## src/rtl/store_write_buffer.sv

```systemverilog
// store_write_buffer: posted store FIFO with byte-lane steering, tail merging and req/ack drain to memory
module store_write_buffer #(
   parameter int DEPTH = 4,
   parameter logic [2:0] ST_WORD = 3'd0,
   parameter logic [2:0] ST_HALF = 3'd1,
   parameter logic [2:0] ST_BYTE = 3'd2
) (
   input  logic        clk,
   input  logic        reset,
   input  logic        st_valid,
   input  logic [31:0] st_addr,
   input  logic [31:0] st_data,
   input  logic [2:0]  st_type,
   output logic        st_ready,
   input  logic        ld_chk_valid,
   input  logic [31:0] ld_chk_addr,
   output logic        ld_hazard,
   output logic        mem_req,
   output logic [31:0] mem_addr,
   output logic [31:0] mem_wdata,
   output logic [3:0]  mem_byteen,
   input  logic        mem_ack,
   output logic        empty
);
   localparam int AW = $clog2(DEPTH);
   typedef enum logic {IDLE, REQ} state_t;
   state_t state, state_nx;
   logic [29:0] e_addr [DEPTH];
   logic [31:0] e_data [DEPTH];
   logic [3:0] e_be [DEPTH];
   logic [AW-1:0] head, tail, last;
   logic [AW:0] count;
   logic [3:0] be;
   logic [31:0] wdata;
   logic merge, wr, push, pop;
   logic unused_ok;
   assign unused_ok = &{1'b0, ld_chk_addr[1:0]};
   assign be = st_type == ST_WORD ? 4'hf :
               st_type == ST_HALF ? (st_addr[1] ? 4'hc : 4'h3) :
               st_type == ST_BYTE ? 4'b0001 << st_addr[1:0] : 4'h0;
   assign wdata = st_type == ST_WORD ? st_data :
                  st_type == ST_HALF ? (st_addr[1] ? {st_data[15:0], 16'h0} : {16'h0, st_data[15:0]}) :
                  {24'h0, st_data[7:0]} << {st_addr[1:0], 3'b000};
   assign last = tail - AW'(1);
   // the head entry cannot change while it is on the bus
   assign merge = count != '0 && e_addr[last] == st_addr[31:2] && !(last == head && state == REQ);
   assign st_ready = count < (AW+1)'(DEPTH) || merge;
   assign wr = st_valid && st_ready && be != 4'h0;
   assign push = wr && !merge;
   assign pop = state == REQ && mem_ack;
   assign mem_req = state == REQ;
   assign mem_addr = mem_req ? {e_addr[head], 2'b00} : 32'h0;
   assign mem_wdata = mem_req ? e_data[head] : 32'h0;
   assign mem_byteen = mem_req ? e_be[head] : 4'h0;
   assign empty = count == '0 && state == IDLE;
   always_comb begin
      ld_hazard = 1'b0;
      for (int i = 0; i < DEPTH; i++)
         ld_hazard = ld_hazard | (ld_chk_valid && {1'b0, AW'(i) - head} < count && e_addr[i] == ld_chk_addr[31:2]);
   end
   always_comb state_nx = state == IDLE ? (count != '0 ? REQ : IDLE) : (mem_ack ? IDLE : REQ);
   always_ff @(posedge clk or posedge reset)
      if (reset) begin
         state <= IDLE;
         head <= '0;
         tail <= '0;
         count <= '0;
      end else begin
         state <= state_nx;
         if (push) tail <= tail + AW'(1);
         if (pop) head <= head + AW'(1);
         count <= count + (AW+1)'(push) - (AW+1)'(pop);
      end
   always_ff @(posedge clk)
      if (push) begin
         e_addr[tail] <= st_addr[31:2];
         e_data[tail] <= wdata;
         e_be[tail] <= be;
      end else if (wr) begin
         e_be[last] <= e_be[last] | be;
         for (int k = 0; k < 4; k++)
            if (be[k]) e_data[last][8*k +: 8] <= wdata[8*k +: 8];
      end
endmodule

```

## config.mk

```make
export PLATFORM = sky130hd
export DESIGN_NAME = store_write_buffer
export DESIGN_NICKNAME = d
export VERILOG_FILES = /design/src/rtl/store_write_buffer.sv
export SDC_FILE = /design/constraint.sdc
export NUM_CORES = 1
export LEC_CHECK = 0
export BUFFER_PORTS_ARGS = -buffer_cell sky130_fd_sc_hd__buf_2
export CORE_ASPECT_RATIO = 0.8
export CORE_MARGIN = 2
export CORE_UTILIZATION = 49
export DETAILED_ROUTE_END_ITERATION = 6
export HOLD_SLACK_MARGIN = 0.02
export PLACE_DENSITY = 0.69
export SETUP_SLACK_MARGIN = 0.1
export SYNTH_ARGS = -nofsm -noshare
export SYNTH_HDL_FRONTEND = slang
export SYNTH_SLANG_ARGS = --single-unit
```

## constraint.sdc

```tcl
create_clock -name clk -period 4.7 [get_ports clk]
set_input_delay 0.94 -clock clk [delete_from_list [all_inputs] [get_ports clk]]
set_output_delay 0.94 -clock clk [all_outputs]
set_load 0.02 [all_outputs]
```

# Yosys cells after proc, flatten, opt, wreduce, memory -nomap -nowiden
# Memories as Yosys holds them, arrays and structs flattened.
# Cells that the tools add are included.
dict set report totals {
  wordCells 101
  out_inout_bits 72
  memories 3
  regBits 8
  ramBits 264
  in_bits 104
}
dict set report op_classes {
  mux 40
  n_reduce_logical 25
  bitwise_logic 5
  shifts 2
  n_lt_le_gt_ge 5
  eq_ne 8
  add_sub_neg 9
}
# name words word_bits rd rd_ports_with_merged_regs wr line_no
set memory_table {}
lappend memory_table {e_data 4 32 1 0 1 29} ;# logic [31:0] e_data [DEPTH];
lappend memory_table {e_addr 4 30 6 0 1 28} ;# logic [29:0] e_addr [DEPTH];
lappend memory_table {e_be 4 4 2 0 1 30} ;# logic [3:0] e_be [DEPTH];
# cell count
set ops {}
lappend ops {{2-to-1 mux 32 bit} 6}
lappend ops {{equality test 30 bit} 5}
lappend ops {{OR reduction 32 bit} 1}
lappend ops {{<< shifter 8 x 5 -> 32 bit} 1}
lappend ops {{2-to-1 mux 4 bit} 7}
lappend ops {{2-to-1 mux 1 bit} 25}
lappend ops {{logical AND 1 bit} 16}
lappend ops {{less-than comparator 2 x 3 -> 1 bit} 4}
lappend ops {{logical NOT 3 bit} 2}
lappend ops {{adder 2 x 1 -> 2 bit (second input constant)} 2}
lappend ops {{2-to-1 mux 2 bit} 2}
lappend ops {{OR 4 bit} 1}
lappend ops {{nonzero test 4 bit} 1}
lappend ops {{OR reduction 4 bit} 1}
lappend ops {{<< shifter 1 x 2 -> 4 bit (first input constant)} 1}
lappend ops {{subtractor 1 x 2 -> 2 bit (first input constant)} 2}
lappend ops {{subtractor 2 bit (first input constant)} 2}
lappend ops {{adder 3 x 1 -> 3 bit} 1}
lappend ops {{equality test 3 x 1 -> 1 bit (second input constant)} 1}
lappend ops {{equality test 3 x 2 -> 1 bit (second input constant)} 1}
lappend ops {{less-than comparator 3 bit (second input constant)} 1}
lappend ops {{OR 1 bit} 3}
lappend ops {{nonzero test 3 bit} 1}
lappend ops {{subtractor 3 x 1 -> 3 bit} 1}
lappend ops {{other kinds (5)} 6}

# Depth between registers and ports, before layout
dict set report logic_depth {
  ltp_word 13
  ltp_mapped 19
}

# Worst setup path before layout
# Ideal clock, no wire load.
dict set report synth_path {
  kind {register -> register}
  from {reg tail[0]}
  to {reg count[2]}
  n_path_buf 4
  period_less_slack_ns 3.973
  stages_incl_launch_ff 19
  path_slack_ns 0.727
  arrival_time_ns 3.849
  path_cell_list {dfrtp_1 -> buf_6 -> buf_2 -> inv_1 -> ha_1 -> buf_2 -> buf_1 -> mux4_2 -> xor2_1 -> nor4_1 -> nand4_1 -> nand2_1 -> ha_1 -> inv_1 -> ha_1 -> inv_1 -> fa_1 -> xnor2_1 -> xnor2_1}
}
dict set report synth_via {
  elab_chain_len 11
  word_cells_on_any_way 15
}
# item line_no
set synth_rtl {}
lappend synth_rtl {{from (decl)} 31} ;# logic [AW-1:0] head, tail, last;
lappend synth_rtl {{from (signal assigned)} 70} ;# if (push) tail <= tail + AW'(1);
lappend synth_rtl {{subtractor 2 x 1 -> 2 bit (*)} 44} ;# assign last = tail - AW'(1);
lappend synth_rtl {{net last[0]} 31}
lappend synth_rtl {{memory (4 x 30 bit) / equality test 2 bit (equally long branches)} --}
lappend synth_rtl {{equality test 30 bit / logical AND 1 bit (equally long branches)} 46} ;# assign merge = count != '0 && e_addr[last] == st_addr[31:2] && !(last == head && state == REQ);
lappend synth_rtl {{logical AND 1 bit / logical NOT 1 bit (equally long branches)} 46}
lappend synth_rtl {{logical AND 1 bit (*)} 46}
lappend synth_rtl {{logical OR 1 bit} 47} ;# assign st_ready = count < (AW+1)'(DEPTH) || merge;
lappend synth_rtl {{logical AND 1 bit (2 in a row)} 48} ;# assign wr = st_valid && st_ready && be != 4'h0;
lappend synth_rtl {{logical AND 1 bit (*)} 49} ;# assign push = wr && !merge;
lappend synth_rtl {{adder 3 x 1 -> 3 bit (*)} 72} ;# count <= count + (AW+1)'(push) - (AW+1)'(pop);
lappend synth_rtl {{subtractor 3 x 1 -> 3 bit (*)} 72}
lappend synth_rtl {{to (signal assigned)} 72}
lappend synth_rtl {{to (decl)} 32} ;# logic [AW:0] count;
# Mark *: on every way through the listed nets, which the timed path passes. The rest lies on a longest branch.
# A chain may end at the register's enable or synchronous reset.

# Final worst setup path
dict set report layout_path {
  from {reg tail[1]}
  to {out st_ready}
}
dict set report layout_via {
  elab_chain_len 6
  word_cells_on_any_way 9
}
# item line_no
set layout_rtl {}
lappend layout_rtl {{subtractor 2 x 1 -> 2 bit (*)} 44}
lappend layout_rtl {{memory (4 x 30 bit) / equality test 2 bit (equally long branches)} --}
lappend layout_rtl {{equality test 30 bit / logical AND 1 bit (equally long branches)} 46}
lappend layout_rtl {{logical AND 1 bit / logical NOT 1 bit (equally long branches)} 46}
lappend layout_rtl {{logical AND 1 bit (*)} 46}
lappend layout_rtl {{logical OR 1 bit (*)} 47}
lappend layout_rtl {{to (decl)} 14} ;# output logic st_ready,
# Every way passes the cells marked *; elsewhere a longest branch is shown, timed or not.

==> reports/metrics.yaml <==
grt_pass1_vias: 8455
finalCriticalPeriod_ps: 4430
syn-cell-area_mm2: 0.0140
r2r_slack_ps: 760
syn_inst: 887
m1WireLength_mm: 16.6
postSynth.asyncResetShare: 0.0294
wl_met2_mm: 16.3
crit_buf_inv: 4
drive_gt1_frac: 0.340
nNetsFinal: 1176
grt_max_degree: 47
critPathLaunchType: "flip-flop"
multi_input_area_mm2: 0.00556
cts_max_path_buffers: 3
drt_iter0_markers: 1000
die_area_mm2: 0.0299
rsz0062_at_grt: "no"
yosysTopAreaCell: "edfxtp_1"
synth_most_common_cell: "edfxtp_1"
worst-path-stages: 11
wire_per_inst_um: 25.6
die-width_um: 193
r2r_cells: 16
htreeDepth: 1
status: "complete, no violations"
holdWs_ps: 370
max_slew_margin: 0.401
grtUsageTotal: 0.249
syn_to_final_growth_pct: 17.4
hold_buffers: 0
setup_ws_ps: 268
yosysUniqueCellTypes: 47
path_common_cell: "nand4_1"
ioPinCount: 176
dr_wl_met3_mm: 3.81
cts_buffers: 28
grt.overflow.total: 0
final_area_mm2: 0.0164
crit_type: "reg2out"
finalSetupViolations: 0
critical_path.cell_chain: "inv_1 > ha_4 > buf_12 > mux4_2 > xnor2_1 > nand4_1 > nor4_1 > nand4_1 > buf_4 > nand2_1 > buf_2"
min_path_type: "in2async"
synth_edf_count: 264
ir_drop_mv: 0.400
ff_latch_area_mm2: 0.00814
seq_area_frac_synth: 0.581
synth_top_area_frac: 0.567
top_layer: "met5"
cap_violations: 0
placed_cell_area_mm2: 0.0153
globalplace.congestion: 0.935
pre_cts_slack_ps: 482
drv_slew: 0
fp.dieH_um: 155
cts_sinks: 272
fmax_mhz: 226
portBuffers: 171
cts_tree: "built"
worst_path_max_delay_cell: "dfrtp_1"
avgSynthCellArea_um2: 15.8
grt_pass1_wl_mm: 54.1
p_leak_nw: 5.75
hold_violations: 0
synth_warnings: 0
arrival_ps: 3490
grt_antenna_before_repair: 5
n_fill_cell: 2199
clock-root-buffer: "clkbuf_16"
dr_total_vias: 8718
synth_commonest_cells: "264 x edfxtp_1, 109 x xnor2_1, 98 x mux4_2, 75 x and2_1, 48 x xor2_1"
initial_core_util: 0.496
viasPerCell: 5.99
cp_top_family: "simple AND/OR/NAND/NOR gates"
fin_tns_setup_ps: 0
synth-seq-cells: 272
cp_max_fo: 14
first_pass_iters: 5
wl_mm: 37.2
synth_flop_cell: "edfxtp_1"
critPathMaxStageDelay_ps: 430
utilization: 0.582
num_rows: 55
worst_ep_required_time_ps: 3760
clk_pin_slew_worst_paths_ps: 60
fin_worst_skew_ps: 43.0
antenna_left: 0
drc_errors: 0
power_density_mw_per_mm2: 573
clkLatencyLatePin_ps: 570
min_period_over_period: 0.943
worstMarginPinSlew_ps: 890
core_area_mm2: 0.0282
r2r-start: "tail[1]$_DFFE_PP0P_"
place_hpwl_mm: 26.5
synth_area_leaders: "edfxtp_1 57%, mux4_2 16%, xnor2_1 6.8%, and2_1 3.4%, xor2_1 3.0%"
rr_endpoint: "count[2]$_DFF_PP0_"
critPathCaptureType: "output pin"
-- worst reg2reg max path: stages, from the launching register on --
cell,delay (ps)
dfrtp_1,430
inv_1,140
ha_4,340
buf_12,170
mux4_2,320
xnor2_1,420
nand4_1,170
nor4_1,260
nand4_1,180
nand2_1,180
ha_1,250
inv_1,60
ha_1,130
inv_1,50
fa_1,400
xnor2_1,150
xnor2_1,140
-- through the flow --
| step | total power [mW] | std cells |
|---|---|---|
| detailed placement | 6.86 | 1397 |
| floorplan | 5.73 | 888 |
| global placement | 6.82 | 1397 |
| CTS | 9.36 | 1449 |
| global route | 9.83 | 1455 |
| finish | 9.41 | 1455 |
-- repair_timing --
item | CTS | global route
resized for setup | 1 | 2
buffers inserted | 0 | 4
endpoints found under the setup margin | 1 | 1
pin swaps | 0 | 1
-- metal layers --
layer,vias up,track usage
met4,6,0.0473
met2,425,0.350
met1,4437,0.397
met5,-,0
li1,3800,-
met3,50,0.0632
-- worst max-delay path by stage --
stage	from	to	slack, ps
final	tail[1]$_DFFE_PP0P_	st_ready	270
after global routing	tail[1]$_DFFE_PP0P_	st_ready	130
after CTS	tail[1]$_DFFE_PP0P_	st_ready	160
after detailed placement	tail[1]$_DFFE_PP0P_	count[2]$_DFF_PP0_	480
after global placement	tail[1]$_DFFE_PP0P_	count[2]$_DFF_PP0_	550
after floorplan	tail[0]$_DFFE_PP0P_	count[2]$_DFF_PP0_	730
-- report_power, final --
group / total, mW / leakage, nW / switching [mW] / internal, mW
Clock: 2.47 / 0.501 / 0.934 / 1.53
Combinational: 3.83 / 2.75 / 2.06 / 1.78
Sequential: 3.11 / 2.50 / 0.263 / 2.85
Total: 9.41 / 5.75 / 3.25 / 6.16
-- flip-flops by register name (all words and copies together) (netlist names) --
name     flops
count        3
e_addr     120
e_data     128
mem_req      1
e_be        16
tail         2
head         2
-- cell usage in the layout (no fill, tap or decap), types with 3 or more instances in the layout --
master     netlist  routed
clkbuf_16        0      28
dfrtp_1          8       4
and3_1           4       4
xnor2_2          2       3
nor4_1          19      19
nor2_1           7       7
o21ai_1         16      16
inv_1            9       9
o2111ai_1        5       5
nand2b_1         4       4
buf_4            3      34
nand2_1         26      26
and2_1          75      75
nor2b_1          3       3
xor2_1          48      48
mux2i_1          4       4
clkbuf_1        43       3
buf_12           0       3
o21bai_1         4       4
a22o_1          32      32
xnor2_1        109     108
clkinv_2         0       5
mux4_2          98      98
ha_1            10       9
or3_1            7       7
clkinv_1         0       3
bufinv_16        0       8
edfxtp_1       264     264
buf_2            7     171
nor3_1           3       3
nand4_1         35      35
a21oi_1          7       7
-- final cells by class --
| type | count | share of cell area |
|---|---|---|
| Sequential cell | 272 | 0.496 |
| Timing Repair Buffer | 209 | 0.0720 |
| Antenna cell | 2 | 0.000305 |
| Multi-Input combinational cell | 541 | 0.339 |
| Clock inverter | 21 | 0.0198 |
| Tap cell | 370 | 0.0282 |
| Inverter | 9 | 0.00206 |
| Clock buffer | 31 | 0.0434 |
-- kinds of logic (layout without fill, tap and decap cells) --
kind of cell	Yosys count	in the layout	synth area share
xor+xnor	159	159	0.101
buf+inv	75	270	0.0232
flops	272	272	0.581
other cells	1	4	0.000268
fa+ha+maj	11	11	0.0104
compound gates	72	72	0.0392
mux	104	104	0.162
simple gates	193	193	0.0833
Power figures use the tool's default switching activity.
